[config.mk]
export PLATFORM = sky130hd
export DESIGN_NAME = wb_trace_buffer
export DESIGN_NICKNAME = d
export VERILOG_FILES = /design/src/rtl/wb_trace_buffer.sv
export SDC_FILE = /design/constraint.sdc
export NUM_CORES = 1
export LEC_CHECK = 0
export CORE_MARGIN = 8
export CORE_UTILIZATION = 35
export CTS_BUF_LIST = sky130_fd_sc_hd__clkbuf_16
export DETAILED_ROUTE_END_ITERATION = 16
export DONT_BUFFER_PORTS = 1
export GPL_TIMING_DRIVEN = 1
export PLACE_DENSITY = 0.56
export SYNTH_ARGS = -nofsm -noshare
export SYNTH_HDL_FRONTEND = slang
export SYNTH_SLANG_ARGS = --single-unit
export TNS_END_PERCENT = 50
[constraint.sdc]
create_clock -name clk -period 14.66 [get_ports clk]
set_input_delay 2.932 -clock clk [delete_from_list [all_inputs] [get_ports clk]]
set_output_delay 2.932 -clock clk [all_outputs]
set_load 0.005 [all_outputs]
[src/rtl/wb_trace_buffer.sv]
// Write-back commit trace FIFO (first-word-fall-through) with occupancy, sticky overflow and commit counter.
// Latency: push-to-valid 1 cycle; head fields combinational from storage. Optional macro TRACE_X0_FILTER_EN drops x0 writes.
// Backpressure: trace_ready_i pops the head; commits arriving while full without a pop are dropped and flag overflow_o.
module wb_trace_buffer #(
  parameter int DEPTH = 8
) (
  input  logic                     clk,
  input  logic                     resetn,
  input  logic                     regfile_we_i,
  input  logic                     stall_wb_i,
  input  logic [4:0]               regfile_waddr_i,
  input  logic [31:0]              regfile_wdata_i,
  input  logic [31:0]              pc_wb_i,
  output logic                     trace_valid_o,
  input  logic                     trace_ready_i,
  output logic [31:0]              trace_pc_o,
  output logic [4:0]               trace_waddr_o,
  output logic [31:0]              trace_wdata_o,
  output logic [$clog2(DEPTH):0]   level_o,
  output logic                     overflow_o,
  output logic [31:0]              commit_cnt_o
);

  localparam int AW = $clog2(DEPTH);
  localparam logic [AW:0] FULL_LVL = (AW+1)'(DEPTH);

  typedef struct packed {
    logic [31:0] pc;
    logic [4:0]  waddr;
    logic [31:0] wdata;
  } trace_ent_t;

  trace_ent_t    mem [DEPTH];
  trace_ent_t    head;
  logic [AW-1:0] wr_ptr;
  logic [AW-1:0] rd_ptr;
  logic [AW-1:0] head_idx;
  logic [AW:0]   level;
  logic          commit;
  logic          full;
  logic          pop;
  logic          push;

`ifdef TRACE_X0_FILTER_EN
  assign commit = regfile_we_i & ~stall_wb_i & (regfile_waddr_i != 5'd0);
`else
  assign commit = regfile_we_i & ~stall_wb_i;
`endif

  // A pop frees the slot in the same edge, so push+pop at full is accepted.
  assign full = (level == FULL_LVL);
  assign pop  = (level != '0) & trace_ready_i;
  assign push = commit & (~full | pop);

  // When empty, point at the last popped slot so the head holds its last value.
  assign head_idx = (level == '0) ? rd_ptr - AW'(1) : rd_ptr;
  assign head     = mem[head_idx];

  always_ff @(posedge clk) begin
    if (resetn && push) begin
      mem[wr_ptr] <= '{pc: pc_wb_i, waddr: regfile_waddr_i, wdata: regfile_wdata_i};
    end
  end

  always_ff @(posedge clk) begin
    if (!resetn) begin
      wr_ptr       <= '0;
      rd_ptr       <= '0;
      level        <= '0;
      overflow_o   <= 1'b0;
      commit_cnt_o <= '0;
    end else begin
      if (push) wr_ptr <= wr_ptr + AW'(1);
      if (pop)  rd_ptr <= rd_ptr + AW'(1);
      case ({push, pop})
        2'b10:   level <= level + (AW+1)'(1);
        2'b01:   level <= level - (AW+1)'(1);
        default: level <= level;
      endcase
      if (commit && full && !pop) overflow_o <= 1'b1;
      if (commit) commit_cnt_o <= commit_cnt_o + 32'd1;
    end
  end

  assign trace_valid_o = (level != '0);
  assign level_o       = level;
  assign trace_pc_o    = head.pc;
  assign trace_waddr_o = head.waddr;
  assign trace_wdata_o = head.wdata;

endmodule
# == After elaboration in Yosys (flattened, before gate mapping) ==
# Memories as Yosys holds them, arrays and structs flattened.
# Index checks and enable logic that the tools add are counted.
# word_totals
reg_bits,43
ramBits,552
input_bits,74
word_cells,32
mem_count,1
# memory_table
memory,depth,word_bits,rd,rd_clocked_by_memory_dff,write_ports,line,text
mem,8,69,1,0,1,33,trace_ent_t mem [DEPTH];
# classes
addsub,6
eq_ne,3
n_mux,4
n_bitwise,6
reduce_logical,7
# op_table
cell,count
$add A32 B1 Y32 const B,1
$pmux W4 S2,1
$add A3 B1 Y3 const B,2
$add A4 B1 Y4 const B,1
$eq A4 B4 Y1 const B,1
$logic_not A4 Y1,1
$reduce_bool A4 Y1,1
$sub A4 B1 Y4 const B,1
$and A1 B1 Y1,3
$logic_and A1 B1 Y1,3
$mux W3,1
$sub A3 B1 Y3 const B,1
$eq A2 B1 Y1 const B,1
$eq A2 B2 Y1 const B,1
$mux W1,2
$not A1 Y1,2
$reduce_bool A2 Y1,1
$logic_not A1 Y1,1
$or A1 B1 Y1,1

# == Longest topological paths before layout ==
# Gate-level depths: netlist of run 1.
# depth
depth_word,7
depth_mapped,9
depth_no_buf,8

# == Worst setup path before layout of run 1 ==
# No wires, ideal clock.
# synth_timing
kind,in2reg
start,input regfile_we_i
end,memory mem[1][0] (netlist name) (enable)
setup_time_ps,581
arrival_time_ps,8418
setup_slack_ps,5661
path_stages,5
path_buffers,1
path_cell_list,nor2b_1 clkbuf_1 o21a_1 nand3_1 nor3_1
# synth_between
elab_chain_len,5
# synth_lines
item,line,text
start: declaration,9,"input logic regfile_we_i,"
$and A1 B1 Y1,47,assign commit = regfile_we_i & ~stall_wb_i;
$and A1 B1 Y1,53,assign push = commit & (~full | pop);
$logic_and A1 B1 Y1,60,if (resetn && push) begin
$mux W1,60,
$mux W1 (implied by the code),61,"mem[wr_ptr] <= '{pc: pc_wb_i, waddr: regfile_waddr_i, wdata: regfile_wdata_i};"
end: declaration,33,
# No other way between the ends.

# == Final worst setup path of run 1 ==
# layout_timing
start,register rd_ptr[0]
end,output trace_wdata_o[5]
# layout_between
elab_chain_len,3
# layout_lines
item,line,text
start: declaration,36,logic [AW-1:0] rd_ptr;
start signal: assignment,74,if (pop) rd_ptr <= rd_ptr + AW'(1);
$sub A3 B1 Y3,56,assign head_idx = (level == '0) ? rd_ptr - AW'(1) : rd_ptr;
$mux W3 (*),56,
$mem_v2 Z8 W69 (*),--,
end: declaration,18,"output logic [31:0] trace_wdata_o,"
# Mark *: on every way between the ends. The rest lies on a longest branch, timed or not.

==> flow_metrics.tcl, run 1 <==
set metrics [dict create \
    status "finished, final reports clean" \
    yosys-top-cells-count "edfxtp_1, a22oi_1, and2_1" \
    worstReg2RegEnd "mem[7][47]" \
    cts_tree "built" \
    synth_top_family_by_area "compound AO/OA/AOI/OAI gates" \
    critPathMostFrequentCell "buf_4" \
    io_pins 181 \
    max_stage_delay_ns 0.92 \
    insertion_delay_ns 0.59 \
    synthSimpleGateAreaFrac 0.0520 \
    cp_cell_sequence "inv_1 -> ha_1 -> or2_2 -> o22ai_4 -> buf_4 -> buf_4 -> and2_1 -> a2111oi_0 -> a31oi_1" \
    power_frac_seq 0.344 \
    yosys_most_used_dff "edfxtp_1" \
    synth.distinct_cells 48 \
    maxCapViolCount 0 \
    syn_area_mm2 0.0223 \
    synth_top_area_cell "edfxtp_1" \
    rsz0062_at_grt "false" \
    drt-initial-drc-count 854 \
    end_kind "output pin" \
    r2r_start "level_o[1]" \
    hpwlAfterDp_um 27300 \
    place.gp.congestion 0.695 \
    cp_top_family "buffers and inverters" \
    ir_drop_mv 0.253 \
    min_to "commit_cnt_o[31]" \
    grt_pass1_vias 12000 \
    worstHoldStart "commit_cnt_o[31]" \
    clock-sinks 595 \
    synth.area.top_cells "edfxtp_1, a22oi_1, dfxtp_1" \
    routed_wl_um 53600 \
    clockBufferDepth 3 \
    synthCells 1303 \
    drive_above_1_share 0.101 \
    tightest_slew_ns 1.07 \
    syn_nets 1382 \
    post_synth_mux_area_share 0.00275 \
    dieWidth_um 268 \
    grt_pass1_wl_um 78200 \
    finalNetCount 1387 \
    syn_area_per_cell_um2 17.1 \
    final_cells 2201 \
    die-area_mm2 0.0721 \
    start_util 0.354 \
    ctsHtreeMaxLevel 3 \
    hold_viol 0 \
    regArea_mm2 0.0174 \
    area_growth_pct 13.8 \
    ys_async_sr_fraction 0 \
    rr_worst_depth 5 \
    fin_crit_sh 0.502 \
    cts_root_buf "clkbuf_16" \
    synthXorXnorAreaFrac 0.0122 \
    clkPwrFrac 0.295 \
    rrSetupSlack_ns 11.03 \
    clkTransAtPathRegs_ns 0.05 \
    antenna_found_initial 0 \
    drcViolationCount 0 \
    crit_slowest_cell "buf_4" \
    drt-pass1-iter-count 5 \
    fin_setup_tns_ns 0 \
    fillers 5725 \
    postCtsSetupRepairBufs 0 \
    p_sw_frac 0.369 \
    avgRoutedWirePerCell_um 24.3 \
    synth_top_area_share 0.743 \
    die_height_um 268 \
    switchingPower_mw 2.03 \
    yosysMostFrequentCell "edfxtp_1" \
    synth-edff-count 552 \
    critical_path_class "register to output pin" \
    synth-compound-area-share 0.129 \
    cts-hold-fix-buffers 0 \
    port_buffers 0 \
    seq_area_frac_synth 0.782 \
    cts.repair.resized 0 \
    hp-class "register to register" \
    grt_max_degree 80 \
    critPathBufInv 3 \
    setup_viol 0 \
    crit_arrival_ns 4.42 \
    multi_input_area_mm2 0.00455 \
    fin_util 0.403 \
    crit_required_ns 11.73 \
    power.internal_mw 3.47 \
    rows 92 \
    relSlewSlack 0.289 \
    synth-warning-count 0 \
    fin_skew_ns 0.0171 \
    p_per_area_mw_per_mm2 217 \
    vias 11900 \
    viasPerCell 5.39 \
    synth-adder-area-share 0.00280 \
    grt_usage 0.145 \
    synth-seq-cells 595 \
    dp_cells 2086 \
    numCtsBuffers 66 \
    leakage_nw 7.87 \
    fmax_mhz 136 \
    critPathMaxFanout 79 \
    fin_total_pwr_mw 5.50 \
    cp-start-kind "register" \
    antenna_left 0 \
    core_mm2 0.0631 \
    drv_slew 0 \
    comb_power_share 0.361 \
    hold_depth 2 \
    gr-total-overflow 0 \
    hold_ws_ns 0.517 \
    fin_crit_ns 7.36 \
]
## layout make-up
cell class                      instances  share of cell area
Multi-Input combinational cell        613               0.179
Inverter                               10             0.00148
Timing Repair Buffer                   22             0.00650
Tap cell                              846              0.0417
Antenna cell                            1           0.0000985
Clock inverter                         44              0.0152
Sequential cell                       595               0.687
Clock buffer                           70              0.0690
## how the worst max path moves through the flow
stage	from	end	slack, ns	cells past startpoint
global route	rd_ptr[0]	trace_wdata_o[5]	7.02	9
detailed placement	rd_ptr[0]	trace_wdata_o[5]	7.83	9
floorplan	regfile_we_i	mem[1][0]	5.66	5
global placement	rd_ptr[0]	trace_wdata_o[5]	7.87	9
CTS	rd_ptr[0]	trace_wdata_o[5]	7.18	9
finish	rd_ptr[0]	trace_wdata_o[5]	7.30	9
## stage by stage
step / area [um2] / worst slack, ns
global route: 25400 / 7.02
CTS: 25400 / 7.18
global placement: 23300 / 7.87
floorplan: 22300 / 5.66
finish: 25400 / 7.30
detailed placement: 23300 / 7.83
## layer usage
metal  wire (um)  global-route usage  part of all wire  up-vias
met5           0                   0                 0        -
met4        1200              0.0428             0.022        0
met3        3700              0.0469             0.069       85
met2       25400               0.237              0.47      298
met1       23200               0.185              0.43     6122
li1            -                   -                 -     5353
## registers in the layout, summed over array words and instances, names as in the netlist
signal	count
overflow_o	1
mem	552
commit_cnt_o	32
rd_ptr	3
wr_ptr	3
level_o	4
## worst min-delay path: cells and delay by family (launching register included)
family	cells	cell delay, ns
flops	1	0.34
simple gates	1	0.06
mux	1	0.06
## cell usage in the layout (no fill, tap or decap), drive strengths merged, types with 3 or more instances in the layout
cell type / instances
nor2: 13
a22oi: 136
nand4: 6
xor2: 14
ha: 5
a31oi: 68
and2: 97
buf: 22
o21ai: 7
xnor2: 17
nor3: 10
or2: 4
or4: 3
or3: 6
nand2b: 8
and3: 5
a21boi: 8
nor4: 6
clkinv: 22
edfxtp: 552
dfxtp: 43
mux2i: 5
nand3: 14
bufinv: 7
inv: 24
nand2: 23
a2111oi: 68
clkbuf: 70
a22o: 70
## logic make-up after synthesis
| kind of cell | after synthesis |
|---|---|
| DFF | 595 |
| AOI/OAI and AO/OA | 371 |
| and+or+nand+nor | 200 |
| buffers and inverters | 95 |
| xor gates and xnor gates | 31 |
| muxes | 6 |
| adders and majority gates | 5 |
## power groups by stage
stage / combinational, mW / clock, mW / sequential [mW]
after floorplan: 1.39 / 0 / 1.92
after global placement: 2.02 / 0 / 1.92
after detailed placement: 2.05 / 0 / 1.93
after CTS: 2.05 / 1.66 / 1.89
after global routing: 2.19 / 1.72 / 1.89
final: 1.99 / 1.62 / 1.89
(Power assumes the default switching activity.)
==> run 2: changes to the inputs <==
==> constraint.sdc (replaced) <==
create_clock -name clk -period 7.5 [get_ports clk]
set_input_delay 1.5 -clock clk [delete_from_list [all_inputs] [get_ports clk]]
set_output_delay 1.5 -clock clk [all_outputs]
set_load 0.005 [all_outputs]
==> run 2 against run 1 <==
  * Sequential share of layout area grew 0.65 points
  * Clock power grew 70%
  * Count of clock-buffer cells in the layout shrank 7
  * Combinational power grew 93%
  * Critical path type unchanged
  * Largest cell class unchanged
==> flow_metrics.tcl, run 2 (synthesis results as in run 1) <==
set metrics [dict create \
    ir_drop_mv 0.433 \
    end_kind "output pin" \
    p_per_area_mw_per_mm2 409 \
    fillers 5772 \
    regMostFlops "mem" \
    fin_crit_ns 5.48 \
    critical_path_class "register to output pin" \
    grt_max_degree 139 \
    leakage_nw 7.74 \
    critPathMaxFanout 110 \
    grt_usage 0.143 \
    area_growth_pct 12.8 \
    die-area_mm2 0.0721 \
    startpoint "rd_ptr[0]" \
    final_cell_mix "edfxtp_1, a22oi_1, and2_1, a22o_1, a31oi_1" \
    clockBufferDepth 3 \
    grt_pass1_wl_um 77900 \
    drive_above_1_share 0.0954 \
    use_met3 0.0495 \
    drcViolationCount 0 \
    relSlewSlack 0.303 \
    crit_arrival_ns 3.98 \
    routed_wl_um 52700 \
    ctsHtreeMaxLevel 2 \
    cts_root_buf "clkbuf_16" \
    fin_crit_sh 0.730 \
    core_mm2 0.0631 \
    critPathBufInv 2 \
    rsz0062_at_grt "false" \
    cp_top_family "compound AO/OA/AOI/OAI gates" \
    cp_cell_sequence "inv_1 -> ha_1 -> or2_2 -> o22ai_4 -> buf_12 -> and2_1 -> a2111oi_0 -> a31oi_1" \
    antenna_found_initial 0 \
    r2r_start "level_o[1]" \
    numCtsBuffers 61 \
    antenna_left 0 \
    largest_reg_flops 552 \
    mostFrequentLayoutCell "edfxtp_1" \
    hpwlAfterDp_um 26800 \
    setup_viol 0 \
    cts-hold-fix-buffers 0 \
    place_ws_ns 2.62 \
    port_buffers 0 \
    fin_util 0.399 \
    top_usage_layer "met2" \
    num_antenna_cells 0 \
    maxCapViolCount 0 \
    dieWidth_um 268 \
    avgRoutedWirePerCell_um 24.0 \
    fin_setup_tns_ns 0 \
    cp-start-kind "register" \
    drt-pass1-iter-count 4 \
    insertion_delay_ns 0.62 \
    fin_skew_ns 0.0138 \
    viasPerCell 5.35 \
    fin_total_pwr_mw 10.3 \
    cts_tree "built" \
    start_util 0.354 \
    tightest_slew_ns 1.05 \
    postCtsSetupRepairBufs 0 \
    fmax_mhz 183 \
    max_stage_delay_ns 0.66 \
    rows 92 \
    place.gp.congestion 0.718 \
    worstHoldStart "commit_cnt_o[31]" \
    die_height_um 268 \
    clkTransAtPathRegs_ns 0.06 \
    crit_slowest_cell "o22ai_4" \
    crit_required_ns 6.00 \
    status "finished, final reports clean" \
    vias 11800 \
    hold_viol 0 \
    grt.met1_usage 0.177 \
    use_met2 0.239 \
    grt_pass1_vias 12100 \
    drv_slew 0 \
    cts.repair.resized 0 \
    drt-initial-drc-count 759 \
    clock-sinks 595 \
    gr-total-overflow 0 \
    io_pins 181 \
    hp-class "register to register" \
    fin_ws_ns 2.02 \
    finalNetCount 1380 \
]
[run 2: changes by cell type in the layout (fill, tap and decap cells not counted), moves of 2 or more]
cell and delta:
clkinv_2 +5, clkinvlp_4 +2, bufinv_16 -6, buf_4 -8, clkbuf_16 -7, clkinv_1 +5, buf_12 +6
[run 2: routing by layer]
layer	vias to the layer above	routed length (um)
met5	-	0
met4	0	1080
met3	74	4040
met2	269	25400
met1	6075	22200
li1	5336	-
[run 2: worst paths after layout]
check,end,depth (start not counted),slack (ns)
max reg2reg,mem[4][56],5,3.99
min,commit_cnt_o[31],2,0.50
max,trace_waddr_o[4],8,2.02
min reg2reg,commit_cnt_o[31],2,0.50
[run 2: final cells by class]
type / instances / area, um2 / share of cell area
clock buffers: 63 / 1580 / 0.0627
clock inverters: 51 / 262 / 0.0104
inverters: 10 / 37.5 / 0.00149
multi-input cells: 613 / 4560 / 0.181
flip-flops and latches: 595 / 17400 / 0.693
well taps: 846 / 1060 / 0.0421
repair buffers: 20 / 225 / 0.00895
[run 2: stage by stage]
| stage | instances | instance area, um2 | hold slack (ns) |
|---|---|---|---|
| final | 2198 | 25200 | 0.503 |
| after global routing | 2198 | 25200 | 0.555 |
| after CTS | 2198 | 25200 | 0.514 |
| after detailed placement | 2084 | 23300 | 0.507 |
| after global placement | 2084 | 23300 | 0.491 |
| after floorplan | 1303 | 22300 | 0.459 |
[run 2: power breakdown]
group          internal, mW  switching (mW)
logic                  1.23            2.61
clock network          1.54            1.21
registers              3.66          0.0373
total                  6.43            3.86
[run 2: tightest hold or removal path: stages (launching register included)]
cell and delay (ns):
dfxtp_1 0.33, nand2_1 0.07, mux2i_1 0.06
==> run 3: changes to the inputs <==
==> constraint.sdc (replaced) <==
create_clock -name clk -period 5.6 [get_ports clk]
set_input_delay 1.12 -clock clk [delete_from_list [all_inputs] [get_ports clk]]
set_output_delay 1.12 -clock clk [all_outputs]
set_load 0.005 [all_outputs]
==> run 3 against run 2 <==
  * Register-to-register slack got worse by 1.4 ns
  * Hold slack worse by 0.0091 ns
  * Wire length increased by 2.2%
  * Sequential cell count did not move
  * Critical path depth unchanged
  * Critical endpoint is now trace_wdata_o[0]
  * Clock power rose by 47%
  * Utilization is 0.58 points higher
  * Worst setup slack got worse by 1.2 ns
  * Combinational power increased by 42%
  * Sequential share of layout area fell by 0.99 points
  * First-iteration DRC count is 2.4% higher
  * Largest power group unchanged
==> flow_metrics.tcl, run 3 (synthesis results as in run 1) <==
set metrics [dict create \
    status "finished, final reports clean" \
    numCtsBuffers 66 \
    antenna_found_initial 0 \
    ctsHtreeMaxLevel 3 \
    maxCapViolCount 0 \
    critPathMaxFanout 25 \
    grt_usage 0.148 \
    fin_area_mm2 0.0255 \
    setup_viol 0 \
    gr-total-overflow 0 \
    cp-start-kind "register" \
    p_per_area_mw_per_mm2 566 \
    place_ws_ns 1.33 \
    routed_wl_um 53800 \
    viasPerCell 5.36 \
    relSlewSlack 0.202 \
    fin_ws_ns 0.782 \
    fmax_mhz 208 \
    rr_worst_depth 5 \
    dieWidth_um 268 \
    drt-pass1-iter-count 5 \
    final_cells 2217 \
    mostFrequentLayoutCell "edfxtp_1" \
    cts-hold-fix-buffers 0 \
    clockBufferDepth 3 \
    hold_viol 0 \
    fin_crit_sh 0.860 \
    fin_crit_ns 4.82 \
    rsz0062_at_grt "false" \
    postCtsSetupRepairBufs 0 \
    final_cell_mix "edfxtp_1, a22oi_1, and2_1, a22o_1, clkbuf_16" \
    antenna_left 0 \
    core_mm2 0.0631 \
    die-area_mm2 0.0721 \
    largest_reg_flops 552 \
    start_util 0.354 \
    finalNetCount 1401 \
    startpoint "rd_ptr[0]" \
    drive_above_1_share 0.110 \
    cts.repair.resized 0 \
    crit_arrival_ns 3.70 \
    clock-sinks 595 \
    grt_max_degree 57 \
    rows 92 \
    cts_root_buf "clkbuf_16" \
    io_pins 181 \
    critPathCapture "trace_wdata_o[0]" \
    hpwlAfterDp_um 29400 \
    cts_tree "built" \
    place_area_mm2 0.0235 \
    hold_ws_ns 0.494 \
    critical_path_class "register to output pin" \
    vias 11900 \
    hp-class "register to register" \
    rrSetupSlack_ns 2.56 \
    regMostFlops "mem" \
    grt_pass1_vias 12200 \
    avgRoutedWirePerCell_um 24.3 \
    drcViolationCount 0 \
    ir_drop_mv 0.412 \
    drt-initial-drc-count 777 \
    grt_pass1_wl_um 79800 \
    clkTransAtPathRegs_ns 0.06 \
    port_buffers 0 \
    drv_slew 0 \
    r2r_start "level_o[0]" \
    tightest_slew_ns 1.20 \
    worstReg2RegEnd "mem[7][20]" \
    leakage_nw 7.92 \
    end_kind "output pin" \
    crit_required_ns 4.48 \
    insertion_delay_ns 0.58 \
    fin_skew_ns 0.0137 \
    dp_cells 2100 \
    area_growth_pct 14.4 \
    place.gp.congestion 0.695 \
    die_height_um 268 \
]
==> run 3: metrics by stage <==
| step | power [mW] | setup TNS (ns) | utilization |
|---|---|---|---|
| after global placement | 10.6 | 0 | 0.372 |
| after CTS | 14.8 | 0 | 0.404 |
| final | 14.4 | 0 | 0.405 |
| after global routing | 15.3 | 0 | 0.404 |
| after floorplan | 8.67 | -109.32 | - |
| after detailed placement | 10.7 | 0 | 0.372 |
==> run 3: worst min path at each step <==
stage	cells after the start	startpoint	slack, ns	to
final	2	commit_cnt_o[31]	0.49	commit_cnt_o[31]
after global routing	2	commit_cnt_o[31]	0.52	commit_cnt_o[31]
after CTS	2	commit_cnt_o[31]	0.50	commit_cnt_o[31]
after detailed placement	2	commit_cnt_o[31]	0.50	commit_cnt_o[31]
after global placement	2	commit_cnt_o[31]	0.49	commit_cnt_o[31]
after floorplan	2	commit_cnt_o[31]	0.46	commit_cnt_o[31]
==> run 3: critical path, cell delays in order (launching register included) <==
cell	delay [ns]
dfxtp_1	0.51
inv_1	0.22
ha_1	0.39
nand2b_1	0.19
o22ai_4	0.66
buf_4	0.47
a22o_1	0.18
a2111oi_0	0.07
a31oi_1	0.42
==> run 3: power by group <==
| group | switching, mW | internal (mW) | total (mW) | leakage [nW] |
|---|---|---|---|---|
| registers | 0.0493 | 4.90 | 4.95 | 5.32 |
| clock network | 1.69 | 2.37 | 4.06 | 1.04 |
| logic | 3.66 | 1.78 | 5.44 | 1.56 |
==> run 3: layout make-up <==
class                           count  area [um2]
Clock inverter                     46         312
Fill cell                        5724       37600
Multi-Input combinational cell    613        4560
Antenna cell                        2        5.00
Timing Repair Buffer               36         383
Clock buffer                       69        1730
Inverter                           10        37.5
Tap cell                          846        1060
Sequential cell                   595       17400
==> run 3: metal layers <==
metal | vias up | GRT usage | wire [um] | part of all wire
li1 | 5386 | - | - | -
met1 | 6150 | 0.192 | 23600 | 0.44
met2 | 287 | 0.237 | 25500 | 0.47
met3 | 71 | 0.0448 | 3760 | 0.070
met4 | 0 | 0.0464 | 1010 | 0.019
met5 | - | 0 | 0 | 0
